`src/rtl/pipeline_pkg.sv`:
```
// Shared types for the EX->MEM pipeline register: default-width payload struct
// and the occupancy states of the skid FSM.
package pipeline_pkg;

    localparam int XLEN_DEF    = 64;
    localparam int RADDR_W_DEF = 5;

    typedef struct packed {
        logic                   MemWrite;
        logic                   MemtoReg;
        logic                   RegWrite;
        logic [XLEN_DEF-1:0]    ALU_Result;
        logic [XLEN_DEF-1:0]    wr_data;
        logic [RADDR_W_DEF-1:0] dir_rd;
    } ex_mem_t;

    localparam logic [1:0] ST_EMPTY = 2'd0;
    localparam logic [1:0] ST_ONE   = 2'd1;
    localparam logic [1:0] ST_TWO   = 2'd2;

endpackage

```
`src/rtl/pipe_slot.sv`:
```
// One payload register with load enable plus a valid bit; both clear to 0 on
// asynchronous active-low reset.
module pipe_slot
    import pipeline_pkg::*;
#(
    parameter type T = ex_mem_t
) (
    input  logic clk,
    input  logic rst,
    input  logic ld,
    input  logic vld_d,
    input  T     d,
    output T     q,
    output logic vld
);

    T     data_q;
    T     data_d;
    logic vld_q;

    always_comb begin
        data_d = data_q;
        if (ld) data_d = d;
    end

    always_ff @(posedge clk or negedge rst) begin
        if (!rst) begin
            data_q <= '0;
            vld_q  <= 1'b0;
        end else begin
            data_q <= data_d;
            vld_q  <= vld_d;
        end
    end

    assign q   = data_q;
    assign vld = vld_q;

endmodule

```
`src/rtl/ex_mem_stage_reg.sv`:
```
// EX->MEM pipeline register: valid/ready handshake, optional 2-entry skid with a
// registered in_ready, flush, and MemWrite/RegWrite gating on the output side.
module ex_mem_stage_reg
    import pipeline_pkg::*;
#(
    parameter int XLEN    = 64,
    parameter int RADDR_W = 5,
    parameter bit SKID_EN = 1'b1
) (
    input  logic               clk,
    input  logic               rst,
    input  logic               flush,
    input  logic               in_valid,
    output logic               in_ready,
    input  logic               MemWrite_in,
    input  logic               MemtoReg_in,
    input  logic               RegWrite_in,
    input  logic [XLEN-1:0]    ALU_Result_in,
    input  logic [XLEN-1:0]    wr_data_in,
    input  logic [RADDR_W-1:0] dir_rd_in,
    output logic               out_valid,
    input  logic               out_ready,
    output logic               MemWrite_out,
    output logic               MemtoReg_out,
    output logic               RegWrite_out,
    output logic [XLEN-1:0]    ALU_Result_out,
    output logic [XLEN-1:0]    wr_data_out,
    output logic [RADDR_W-1:0] dir_rd_out
);

    typedef struct packed {
        logic               MemWrite;
        logic               MemtoReg;
        logic               RegWrite;
        logic [XLEN-1:0]    ALU_Result;
        logic [XLEN-1:0]    wr_data;
        logic [RADDR_W-1:0] dir_rd;
    } slot_t;

    slot_t in_ent;
    slot_t main_d;
    slot_t main_q;
    logic  main_ld;
    logic  main_vld_d;
    logic  main_vld;
    logic  accept;
    logic  consume;

    assign in_ent  = '{MemWrite: MemWrite_in, MemtoReg: MemtoReg_in, RegWrite: RegWrite_in,
                       ALU_Result: ALU_Result_in, wr_data: wr_data_in, dir_rd: dir_rd_in};
    assign consume = main_vld & out_ready;
    // An entry offered during a flush is dropped, never accepted.
    assign accept  = in_valid & in_ready & ~flush;

    pipe_slot #(.T(slot_t)) u_main (
        .clk   (clk),
        .rst   (rst),
        .ld    (main_ld),
        .vld_d (main_vld_d),
        .d     (main_d),
        .q     (main_q),
        .vld   (main_vld)
    );

    generate
        if (SKID_EN) begin : g_skid
            logic [1:0] state_q;
            logic [1:0] state_d;
            logic       in_ready_q;
            logic       in_ready_d;
            logic       skid_ld;
            logic       skid_vld_d;
            logic       skid_vld;
            logic       sel_skid;
            slot_t      skid_q;

            always_comb begin
                state_d  = state_q;
                main_ld  = 1'b0;
                skid_ld  = 1'b0;
                sel_skid = 1'b0;
                case (state_q)
                    ST_EMPTY: begin
                        if (accept) begin
                            main_ld = 1'b1;
                            state_d = ST_ONE;
                        end
                    end
                    ST_ONE: begin
                        if (accept && !consume) begin
                            skid_ld = 1'b1;
                            state_d = ST_TWO;
                        end else if (consume && !accept) begin
                            state_d = ST_EMPTY;
                        end else if (accept && consume) begin
                            main_ld = 1'b1;
                        end
                    end
                    ST_TWO: begin
                        if (consume) begin
                            main_ld  = 1'b1;
                            sel_skid = 1'b1;
                            state_d  = ST_ONE;
                        end
                    end
                    default: state_d = ST_EMPTY;
                endcase
                if (flush) state_d = ST_EMPTY;
                in_ready_d = (state_d != ST_TWO);
                main_vld_d = (state_d != ST_EMPTY);
                skid_vld_d = (state_d == ST_TWO);
                main_d     = sel_skid ? skid_q : in_ent;
            end

            // in_ready comes from a flop so out_ready never reaches it combinationally.
            always_ff @(posedge clk or negedge rst) begin
                if (!rst) begin
                    state_q    <= ST_EMPTY;
                    in_ready_q <= 1'b1;
                end else begin
                    state_q    <= state_d;
                    in_ready_q <= in_ready_d;
                end
            end

            pipe_slot #(.T(slot_t)) u_skid (
                .clk   (clk),
                .rst   (rst),
                .ld    (skid_ld),
                .vld_d (skid_vld_d),
                .d     (in_ent),
                .q     (skid_q),
                .vld   (skid_vld)
            );

            assign in_ready = in_ready_q;
        end else begin : g_single
            assign in_ready = ~main_vld | out_ready;

            always_comb begin
                main_ld    = accept;
                main_d     = in_ent;
                main_vld_d = main_vld;
                if (flush)        main_vld_d = 1'b0;
                else if (accept)  main_vld_d = 1'b1;
                else if (consume) main_vld_d = 1'b0;
            end
        end
    endgenerate

    assign out_valid      = main_vld;
    assign MemWrite_out   = main_vld & main_q.MemWrite;
    assign RegWrite_out   = main_vld & main_q.RegWrite & (|main_q.dir_rd);
    assign MemtoReg_out   = main_q.MemtoReg;
    assign ALU_Result_out = main_q.ALU_Result;
    assign wr_data_out    = main_q.wr_data;
    assign dir_rd_out     = main_q.dir_rd;

endmodule

```
`config.mk`:
```
export PLATFORM = sky130hd
export DESIGN_NAME = ex_mem_stage_reg
export DESIGN_NICKNAME = d
export VERILOG_FILES = /design/src/rtl/pipeline_pkg.sv /design/src/rtl/pipe_slot.sv /design/src/rtl/ex_mem_stage_reg.sv
export SDC_FILE = /design/constraint.sdc
export NUM_CORES = 1
export LEC_CHECK = 0
export ABC_AREA = 1
export CORE_MARGIN = 2
export CORE_UTILIZATION = 40
export DETAILED_ROUTE_END_ITERATION = 8
export DONT_BUFFER_PORTS = 1
export SLEW_MARGIN = 0
export SYNTH_ARGS = -nofsm -noshare
export SYNTH_HDL_FRONTEND = slang
export SYNTH_SLANG_ARGS = --single-unit
```
`constraint.sdc`:
```
create_clock -name clk -period 1.34 [get_ports clk]
set_input_delay 0.268 -clock clk [delete_from_list [all_inputs] [get_ports clk]]
set_output_delay 0.268 -clock clk [all_outputs]
set_load 0.05 [all_outputs]
```
==> key figures, run 1 <==
Status
  – Run status: complete, but fails checks
  – Failing checks: negative hold slack, negative setup slack

Place
  – Pre-CTS setup slack: -370 ps
  – Final HPWL DP: 21.3 mm
  – GPL Wtd Cong: 0.793
  – # port buffers: 0

Setup path
  – CP peak stage delay: 580 ps
  – CP Data Required Time: 1070 ps
  – Kind of critical path: reg2out
  – Data arrival, critical path: 1540 ps
  – Worst R2R Path Depth: 9
  – Stages on worst setup path: 4
  – CP bufs+invs: 3
  – CP Capture Type: output port
  – CP cell instances: buf_6 -> nand3_2 -> inv_2 -> buf_12
  – Startpoint types: flip-flop
  – Slowest cell on the critical path: dfrtp_4
  – Crit-path max FO: 3
  – Delay-heaviest family, CP: flip-flops

Power
  – Switching part of the total: 43.1%
  – Flop pwr share: 55.2%
  – Clock power share: 24.4%
  – Power, Total: 35.2 mW
  – VDD IR max: 0.00118 V
  – Combinational Power Share: 20.4%
  – Static leakage: 8.94 nW
  – Psw: 15.2 mW
  – Pwr dens: 2110 nW/um2
  – Internal: 20.1 mW

Floorplanning
  – Initial Util: 40.4%
  – Row cnt: 68
  – Num ports: 279
  – Die area: 36200 um2
  – CORE AREA: 34400 um2
  – Die X: 190 um
  – Chip height: 190 um

Global routing
  – Vias in the first global route: 10800
  – Congestion Overflow GR: 0
  – Largest net degree at the start of global routing: 277
  – Initial antenna violation count: 1
  – Gr usage total: 18.9%
  – First-pass GRT wire length: 56.3 mm

Synthesis
  – Mapped Area: 13900 um2
  – Ys async rst share: 100%
  – Post-synth top area cell: dfrtp_1
  – Synthesis-stage register bit count: 276
  – Seq/Total Area, Yosys: 49.8%
  – Syn Nets: 1926
  – Synth Instances: 1785
  – Yosys warns: 0
  – Synthesized area per cell: 7.77 um2
  – Top-count cell post-synth: nand2_1
  – EDFF count, synth: 0
  – Yosys top cell area share: 49.6%
  – Synth top cells by count: nand2_1 (688), dfrtp_1 (275), nand3_1 (274)
  – Cell variety after synth: 21
  – Cells taking the most area after synthesis: dfrtp_1 (50%), nand2_1 (19%), nand3_1 (9.9%)
  – Dominant synthesized flop cell: dfrtp_1

Timing
  – Worst-Margin Slew: 557 ps
  – Max Slew Vio Count: 0
  – Post-Route Skew: 10.3 ps
  – Final Critical Period: 1810 ps
  – Fmax: 553 MHz
  – Final-report hold violation count: 276
  – Tcrit/Tclk final: 135%
  – Slew HR: 62.9%
  – RSZ-0062 raised after global routing: yes
  – Setup violations, final: 412
  – Setup tns final: -88890 ps
  – Hold WS: -590 ps
  – Final setup margin: -467 ps

Detailed routing
  – Vias/cell: 4.89
  – Initial DRC count: 730
  – Final wirelength: 38.0 mm
  – TritonRoute pass-1 iters: 5
  – Antenna viol nets, final: 0
  – Residual DRC: 0
  – Via count: 11200
  – Drt wl/cell: 16.6 um

Final layout
  – Fillers: 3249
  – Share of layout cells above drive strength 1: 9.21%
  – Multi-input logic area: 4850 um2
  – FF+latch area: 6910 um2
  – Final Core Density: 48.6%
  – P&R area growth vs syn: 20.3%
  – Fin nets: 1943

Clock network
  – Sink Count: 276
  – CTS tree: done
  – Clock transition at path regs: 60 ps
  – Post-cts hold buffer count: 138
  – Htree depth: 1
  – Clock Tree Root: clkbuf_16
  – Clock Path Buffers: 3
  – Clk_lat worst skew: 560 ps
  – Num CTS Buffers: 30

Hold path
  – Hold WC Path Type: in2async

Flow run
  – Max cap viols: 0
[area by class of cell]
type                       instances  share of cell area [%]
sequential                       276                    41.4
clock inverter                     5                   0.450
timing repair buffer             235                    16.6
tap                              455                    3.41
inverter                         144                    3.27
clock buffer                      50                    5.80
multi-input combinational       1115                    29.1
antenna                            1                  0.0150
[worst register-to-register path: cells and delay by family, from the launching register on]
kind          cells  cell delay (ps)
simple gates      6              640
flops             1              580
buf+inv           3              430
[flip-flops by register name, summed over array words and instances (netlist names)]
name             cells
g_skid.u_skid.q    136
u_main.q           136
in_ready             1
g_skid.state_q       2
u_main.vld           1
[metal layers]
metal | GRT usage, % | vias to the layer above | routed length, um
met5 | 0 | - | 0
met4 | 4.89 | 0 | 591
met3 | 4.66 | 38 | 3020
met2 | 30.3 | 370 | 17200
met1 | 25.7 | 5273 | 17100
li1 | - | 5482 | -
[cell families after synthesis]
logic type | after synthesis | synth area share, %
AND/OR/NAND/NOR | 972 | 29.0
buffers and inverters | 396 | 16.2
flip-flops | 276 | 49.8
AO/OA/AOI/OAI | 141 | 5.09
[repair_timing]
action,in CTS,in global routing
pin swaps,1,2
buffers inserted,0,7
gates resized for setup,7,29
hold endpoints to repair,552,276
setup endpoints to repair,413,414
gates cloned,0,15
[through the flow]
stage / area, um2 / cells
2_1_floorplan: 14000 / 1785
3_3_place_gp: 13700 / 2065
3_5_place_dp: 13700 / 2065
4_1_cts: 16200 / 2258
5_1_grt: 16700 / 2281
6_report: 16700 / 2281
[worst paths after layout]
path | start | end | slack [ps]
min reg2reg | u_main.q[116]$_DFFE_PN0P_ | u_main.q[116]$_DFFE_PN0P_ | 480
max | u_main.vld$_DFF_PN0_ | RegWrite_out | -470
max in group asynchronous | rst | g_skid.u_skid.q[100]$_DFFE_PN0P_ | 1470
min | rst | g_skid.u_skid.q[29]$_DFFE_PN0P_ | -590
min in group clk | flush | g_skid.state_q[0]$_DFF_PN0_ | 30
max reg2reg | u_main.vld$_DFF_PN0_ | u_main.q[87]$_DFFE_PN0P_ | -390
[cell usage in the layout, fill, tap and decap left out, drive strengths merged, types with 2 or more instances in the layout]
cell,netlist,routed
nand2,691,693
dfrtp,275,275
nand3,274,274
inv,144,143
o21ai,139,139
dlygate4sd3,0,138
buf,228,88
clkbuf,24,59
clkinv,0,4
nor2,4,4
a21oi,2,2
bufinv,0,2
[power groups by stage]
stage	Combinational (mW)	Sequential (mW)	Clock, mW
after CTS	6.67	19.4	8.82
after detailed placement	6.27	19.5	0
after global placement	6.05	19.5	0
final	7.18	19.4	8.61
after floorplan	12.6	13.5	0
after global routing	8.17	19.9	9.15
(Power assumes the default switching activity.)
==> run 2: changes to the inputs <==
--- a/config.mk
+++ b/config.mk
@@ -6,11 +6,15 @@
 export NUM_CORES = 1
 export LEC_CHECK = 0
 export ABC_AREA = 1
+export CELL_PAD_IN_SITES_DETAIL_PLACEMENT = 0
+export CELL_PAD_IN_SITES_GLOBAL_PLACEMENT = 1
 export CORE_MARGIN = 2
 export CORE_UTILIZATION = 40
 export DETAILED_ROUTE_END_ITERATION = 8
 export DONT_BUFFER_PORTS = 1
+export PLACE_DENSITY_LB_ADDON = 0.1
 export SLEW_MARGIN = 0
 export SYNTH_ARGS = -nofsm -noshare
 export SYNTH_HDL_FRONTEND = slang
 export SYNTH_SLANG_ARGS = --single-unit
+export TNS_END_PERCENT = 100
==> constraint.sdc (replaced) <==
create_clock -name clk -period 1.45 [get_ports clk]
set_input_delay 0.29 -clock clk [delete_from_list [all_inputs] [get_ports clk]]
set_output_delay 0.29 -clock clk [all_outputs]
set_load 0.05 [all_outputs]
==> run 2 against run 1 <==
  * The flow still finishes with violations (negative hold slack, negative setup slack)
  * Hold slack gained 51 ps
  * Global-route usage grew 2.5 points
  * Sequential cell count is the same
  * Final area grew 10%
  * Largest cell class unchanged
  * Clock skew grew 6.3 ps
==> key figures, run 2 (synthesized netlist as in run 1, its figures left out) <==
Status
  – Run status: complete, but fails checks
  – Failing checks: negative hold slack, negative setup slack

Final layout
  – Fillers: 3264
  – Fin nets: 1990
  – N_diodes: 0
  – Share of layout cells above drive strength 1: 18.8%
  – Final Core Density: 53.5%
  – P&R area growth vs syn: 32.6%
  – Most common cell after layout, fill and taps aside: nand2_1
  – Commonest non-fill, non-tap cells in the layout: nand2_1 (612), dfrtp_1 (274), nand3_1 (269), inv_1 (140), dlygate4sd3_1 (138)

Floorplanning
  – Chip height: 190 um
  – Die area: 36200 um2
  – Die X: 190 um
  – CORE AREA: 34400 um2
  – Row cnt: 68
  – Initial Util: 40.4%
  – Num ports: 279

Timing
  – RSZ-0062 raised after global routing: yes
  – Hold WS: -539 ps
  – Fmax: 550 MHz
  – Post-Route Skew: 16.6 ps
  – Max Slew Vio Count: 0
  – Worst-Margin Slew: 716 ps
  – Setup violations, final: 351
  – Slew HR: 52.3%
  – Setup tns final: -66240 ps
  – Final-report hold violation count: 276
  – Tcrit/Tclk final: 125%
  – Final setup margin: -370 ps
  – Final Critical Period: 1820 ps

Power
  – Power, Total: 34.9 mW
  – VDD IR max: 0.00122 V
  – Static leakage: 9.66 nW
  – Pwr dens: 1900 nW/um2

Setup path
  – CP Data Required Time: 1160 ps
  – CP peak stage delay: 580 ps
  – CP Capture Type: output port
  – Startpoint types: flip-flop
  – Crit-path max FO: 3
  – Data arrival, critical path: 1530 ps
  – CP bufs+invs: 3
  – Delay-heaviest family, CP: flip-flops
  – Kind of critical path: reg2out
  – CP cell instances: buf_6 -> nand3_2 -> inv_2 -> buf_12
  – Slowest cell on the critical path: dfrtp_4

Clock network
  – Clk_lat worst skew: 530 ps
  – Post-cts hold buffer count: 138
  – Sink Count: 276
  – Htree depth: 2
  – Num CTS Buffers: 34
  – Clock transition at path regs: 60 ps
  – Clock Tree Root: clkbuf_16
  – Clock Path Buffers: 3
  – CTS tree: done

Global routing
  – Initial antenna violation count: 0
  – Vias in the first global route: 10700
  – Largest net degree at the start of global routing: 277
  – Congestion Overflow GR: 0
  – First-pass GRT wire length: 61.5 mm
  – Gr usage total: 21.4%

Place
  – # port buffers: 0
  – GPL Wtd Cong: 0.744
  – Pre-CTS setup slack: -283 ps
  – Final HPWL DP: 23.8 mm

Detailed routing
  – Drt wl/cell: 19.4 um
  – Antenna viol nets, final: 0
  – Via count: 11500
  – Initial DRC count: 558
  – Residual DRC: 0
  – TritonRoute pass-1 iters: 5
  – Vias/cell: 4.93
  – Final wirelength: 45.1 mm

Flow run
  – Max cap viols: 0

Hold path
  – Hold WC Path Type: in2async
[run 2: cell count changes in the layout (fill, tap and decap cells not counted), sizes merged]
cell      before  now
clkinv         4    8
inv          143  144
clkinvlp       0    3
buf           88  106
diode          1    0
clkbuf        59   81
[run 2: worst paths after layout]
check | cells after the start | slack [ps] | start | end
setup / recovery | 4 | -370 | u_main.vld$_DFF_PN0_ | RegWrite_out
hold / removal | 0 | -540 | rst | u_main.q[45]$_DFFE_PN0P_
setup reg to reg | 8 | -330 | u_main.vld$_DFF_PN0_ | g_skid.u_skid.q[90]$_DFFE_PN0P_
hold reg to reg | 2 | 480 | g_skid.u_skid.q[47]$_DFFE_PN0P_ | g_skid.u_skid.q[47]$_DFFE_PN0P_
max in group asynchronous | 0 | 1330 | rst | u_main.vld$_DFF_PN0_
min in group clk | 4 | 10 | ALU_Result_in[10] | u_main.q[79]$_DFFE_PN0P_
[run 2: timing repair]
| action | CTS | global route |
|---|---|---|
| gates cloned | 1 | 49 |
| gates resized for setup | 6 | 267 |
| endpoints found under the hold margin | 524 | 276 |
| pin swaps | 0 | 8 |
| endpoints found under the setup margin | 404 | 405 |
| buffers inserted | 0 | 11 |
[run 2: stage by stage]
stage	instance area, um2	std cells
2_1_floorplan	14000	1785
3_3_place_gp	13900	2069
3_5_place_dp	13900	2069
4_1_cts	16400	2268
5_1_grt	18400	2328
6_report	18400	2328
[run 2: area by class of cell]
type                       count  area, um2  area share (%)
clock buffer                  47       1010            5.51
clock inverter                13        126           0.687
inverter                     144        543            2.95
multi-input combinational   1115       5460            29.7
sequential                   276       6910            37.6
tap                          455        569            3.09
timing repair buffer         278       3780            20.5
[run 2: per-layer routing]
metal,global-route usage [%],up-vias,wire length (um)
met1,29.6,5542,20100
met5,0,-,0
li1,-,5610,-
met4,4.95,0,644
met2,33.6,291,21500
met3,5.72,45,2880
[run 2: power breakdown]
group,switching [mW],internal (mW)
Clock,3.45,5.25
Sequential,7.61,10.9
Combinational,4.09,3.66
Total,15.1,19.8
==> run 3: changes to the inputs <==
==> constraint.sdc (replaced) <==
create_clock -name clk -period 2.3 [get_ports clk]
set_input_delay 0.46 -clock clk [delete_from_list [all_inputs] [get_ports clk]]
set_output_delay 0.46 -clock clk [all_outputs]
set_load 0.05 [all_outputs]
==> run 3 against run 2 <==
  * The run ends with negative hold slack left
  * Total power down 43%
  * Clock-buffer cell count up 11
  * Cell count down 11%
  * Hold slack better by 190 ps
  * Sequential cell count unchanged
  * Sequential share of layout area up 11 points
  * Via count down 12%
  * Largest power group unchanged
==> key figures, run 3 (synthesized netlist as in run 1, its figures left out) <==
Setup path
  – Startpoint types: flip-flop
  – Data arrival, critical path: 1730 ps
  – Worst R2R Path Depth: 7
  – Crit-path max FO: 3
  – Kind of critical path: reg2out
  – RR Startpoint: u_main.vld$_DFF_PN0_
  – CP cell instances: nor3_1 -> nand2_1 -> nand3_1 -> inv_1 -> buf_4
  – CP Data Required Time: 1840 ps
  – CP bufs+invs: 2
  – Reg2Reg Setup Slack: 330 ps
  – Slowest cell on the critical path: dfrtp_1
  – Delay-heaviest family, CP: flip-flops
  – CP Capture Type: output port
  – CP peak stage delay: 590 ps
  – Critical R2R Capture: u_main.q[19]$_DFFE_PN0P_

Global routing
  – Vias in the first global route: 9784
  – First-pass GRT wire length: 58.1 mm
  – Initial antenna violation count: 0
  – Congestion Overflow GR: 0
  – Gr usage total: 20.2%
  – Largest net degree at the start of global routing: 277

Timing
  – Tcrit/Tclk final: 95.1%
  – Final Critical Period: 2190 ps
  – Slew HR: 60.5%
  – Hold WS: -345 ps
  – Setup violations, final: 0
  – Final setup margin: 112 ps
  – RSZ-0062 raised after global routing: no
  – Fmax: 457 MHz
  – Final-report hold violation count: 276
  – Worst-Margin Slew: 592 ps
  – Setup tns final: 0 ps
  – Post-Route Skew: 8.63 ps
  – Max Slew Vio Count: 0

Final layout
  – Fin nets: 1742
  – N_diodes: 0
  – Share of layout cells above drive strength 1: 5.48%
  – P&R area growth vs syn: 2.94%
  – Most common cell after layout, fill and taps aside: nand2_1
  – Commonest non-fill, non-tap cells in the layout: nand2_1 (687), nand3_1 (274), dfrtp_1 (273), inv_1 (142), o21ai_0 (107)
  – Fin area: 14300 um2
  – Final Core Density: 41.6%
  – Fillers: 3513
  – Finished Layout Cells: 2079

Detailed routing
  – Final wirelength: 36.7 mm
  – TritonRoute pass-1 iters: 4
  – Initial DRC count: 623
  – Vias/cell: 4.86
  – Drt wl/cell: 17.7 um
  – Residual DRC: 0
  – Antenna viol nets, final: 0
  – Via count: 10100

Power
  – Combinational Power Share: 15.1%
  – Static leakage: 7.87 nW
  – Pwr dens: 1390 nW/um2
  – Clock power share: 26.5%
  – Switching part of the total: 43.4%
  – VDD IR max: 0.000669 V
  – Internal: 11.2 mW
  – Psw: 8.62 mW
  – Power, Total: 19.9 mW
  – Flop pwr share: 58.4%

Place
  – Pre-CTS setup slack: 69.6 ps
  – GPL Wtd Cong: 0.736
  – Final HPWL DP: 21.4 mm
  – # port buffers: 0
  – Placed insts: 2020
  – Area after DPL: 13200 um2

Clock network
  – Clock Tree Root: clkbuf_16
  – Sink Count: 276
  – Clock transition at path regs: 60 ps
  – Num CTS Buffers: 34
  – Clock Path Buffers: 3
  – CTS tree: done
  – Clk_lat worst skew: 500 ps
  – Post-CTS Setup Inserts: 0
  – Htree depth: 2

Floorplanning
  – Initial Util: 40.4%
  – Chip height: 190 um
  – Die X: 190 um
  – Row cnt: 68
  – Num ports: 279
  – CORE AREA: 34400 um2
  – Die area: 36200 um2

Hold path
  – Hold WC Path Type: in2async

Status
  – Failing checks: negative hold slack
  – Run status: complete, but fails checks

Flow run
  – Max cap viols: 0
-- run 3: worst max path at each step --
stage,slack [ps],cells after the start,endpoint,start
2_1_floorplan,620,10,u_main.q[10]$_DFFE_PN0P_,u_main.vld$_DFF_PN0_
3_3_place_gp,130,7,u_main.q[24]$_DFFE_PN0P_,u_main.vld$_DFF_PN0_
3_5_place_dp,70,7,u_main.q[36]$_DFFE_PN0P_,u_main.vld$_DFF_PN0_
4_1_cts,40,5,RegWrite_out,u_main.q[1]$_DFFE_PN0P_
5_1_grt,20,5,RegWrite_out,u_main.q[0]$_DFFE_PN0P_
6_report,110,5,RegWrite_out,u_main.q[2]$_DFFE_PN0P_
-- run 3: cell type report --
cell class / count / area, um2 / share of cell area [%]
Clock buffer: 58 / 1090 / 7.67
Clock inverter: 1 / 7.51 / 0.0526
Inverter: 144 / 543 / 3.80
Multi-Input combinational cell: 1113 / 4740 / 33.2
Sequential cell: 276 / 6910 / 48.4
Tap cell: 455 / 569 / 3.99
Timing Repair Buffer: 32 / 415 / 2.91
-- run 3: timing repair --
item                       CTS  global route
setup endpoints to repair    2             1
gates resized for setup      1             1
hold endpoints to repair   276           276
-- run 3: per-layer routing --
metal	vias to the layer above	part of all wire, %	GRT usage, %	wire, um
li1	5075	-	-	-
met1	4690	45	27.6	16500
met2	283	44	30.9	16200
met3	52	8.6	6.50	3160
met4	0	2.6	5.69	962
met5	-	0	0	0
-- run 3: worst register-to-register path, cell delays in order (launching register included) --
cell and delay [ps]:
dfrtp_2 570, nand2_1 240, inv_4 160, nand2_4 90, nand2_4 130, buf_4 460
nand3_1 180, nand2_1 80
-- run 3: power groups by stage --
| stage | Clock [mW] | Combinational, mW | Sequential, mW |
|---|---|---|---|
| final | 5.26 | 3.00 | 11.6 |
| after global routing | 5.60 | 3.56 | 11.9 |
| after CTS | 5.42 | 3.07 | 11.6 |
| after detailed placement | 0 | 3.06 | 11.7 |
| after global placement | 0 | 2.96 | 11.7 |
| after floorplan | 0 | 7.24 | 7.84 |
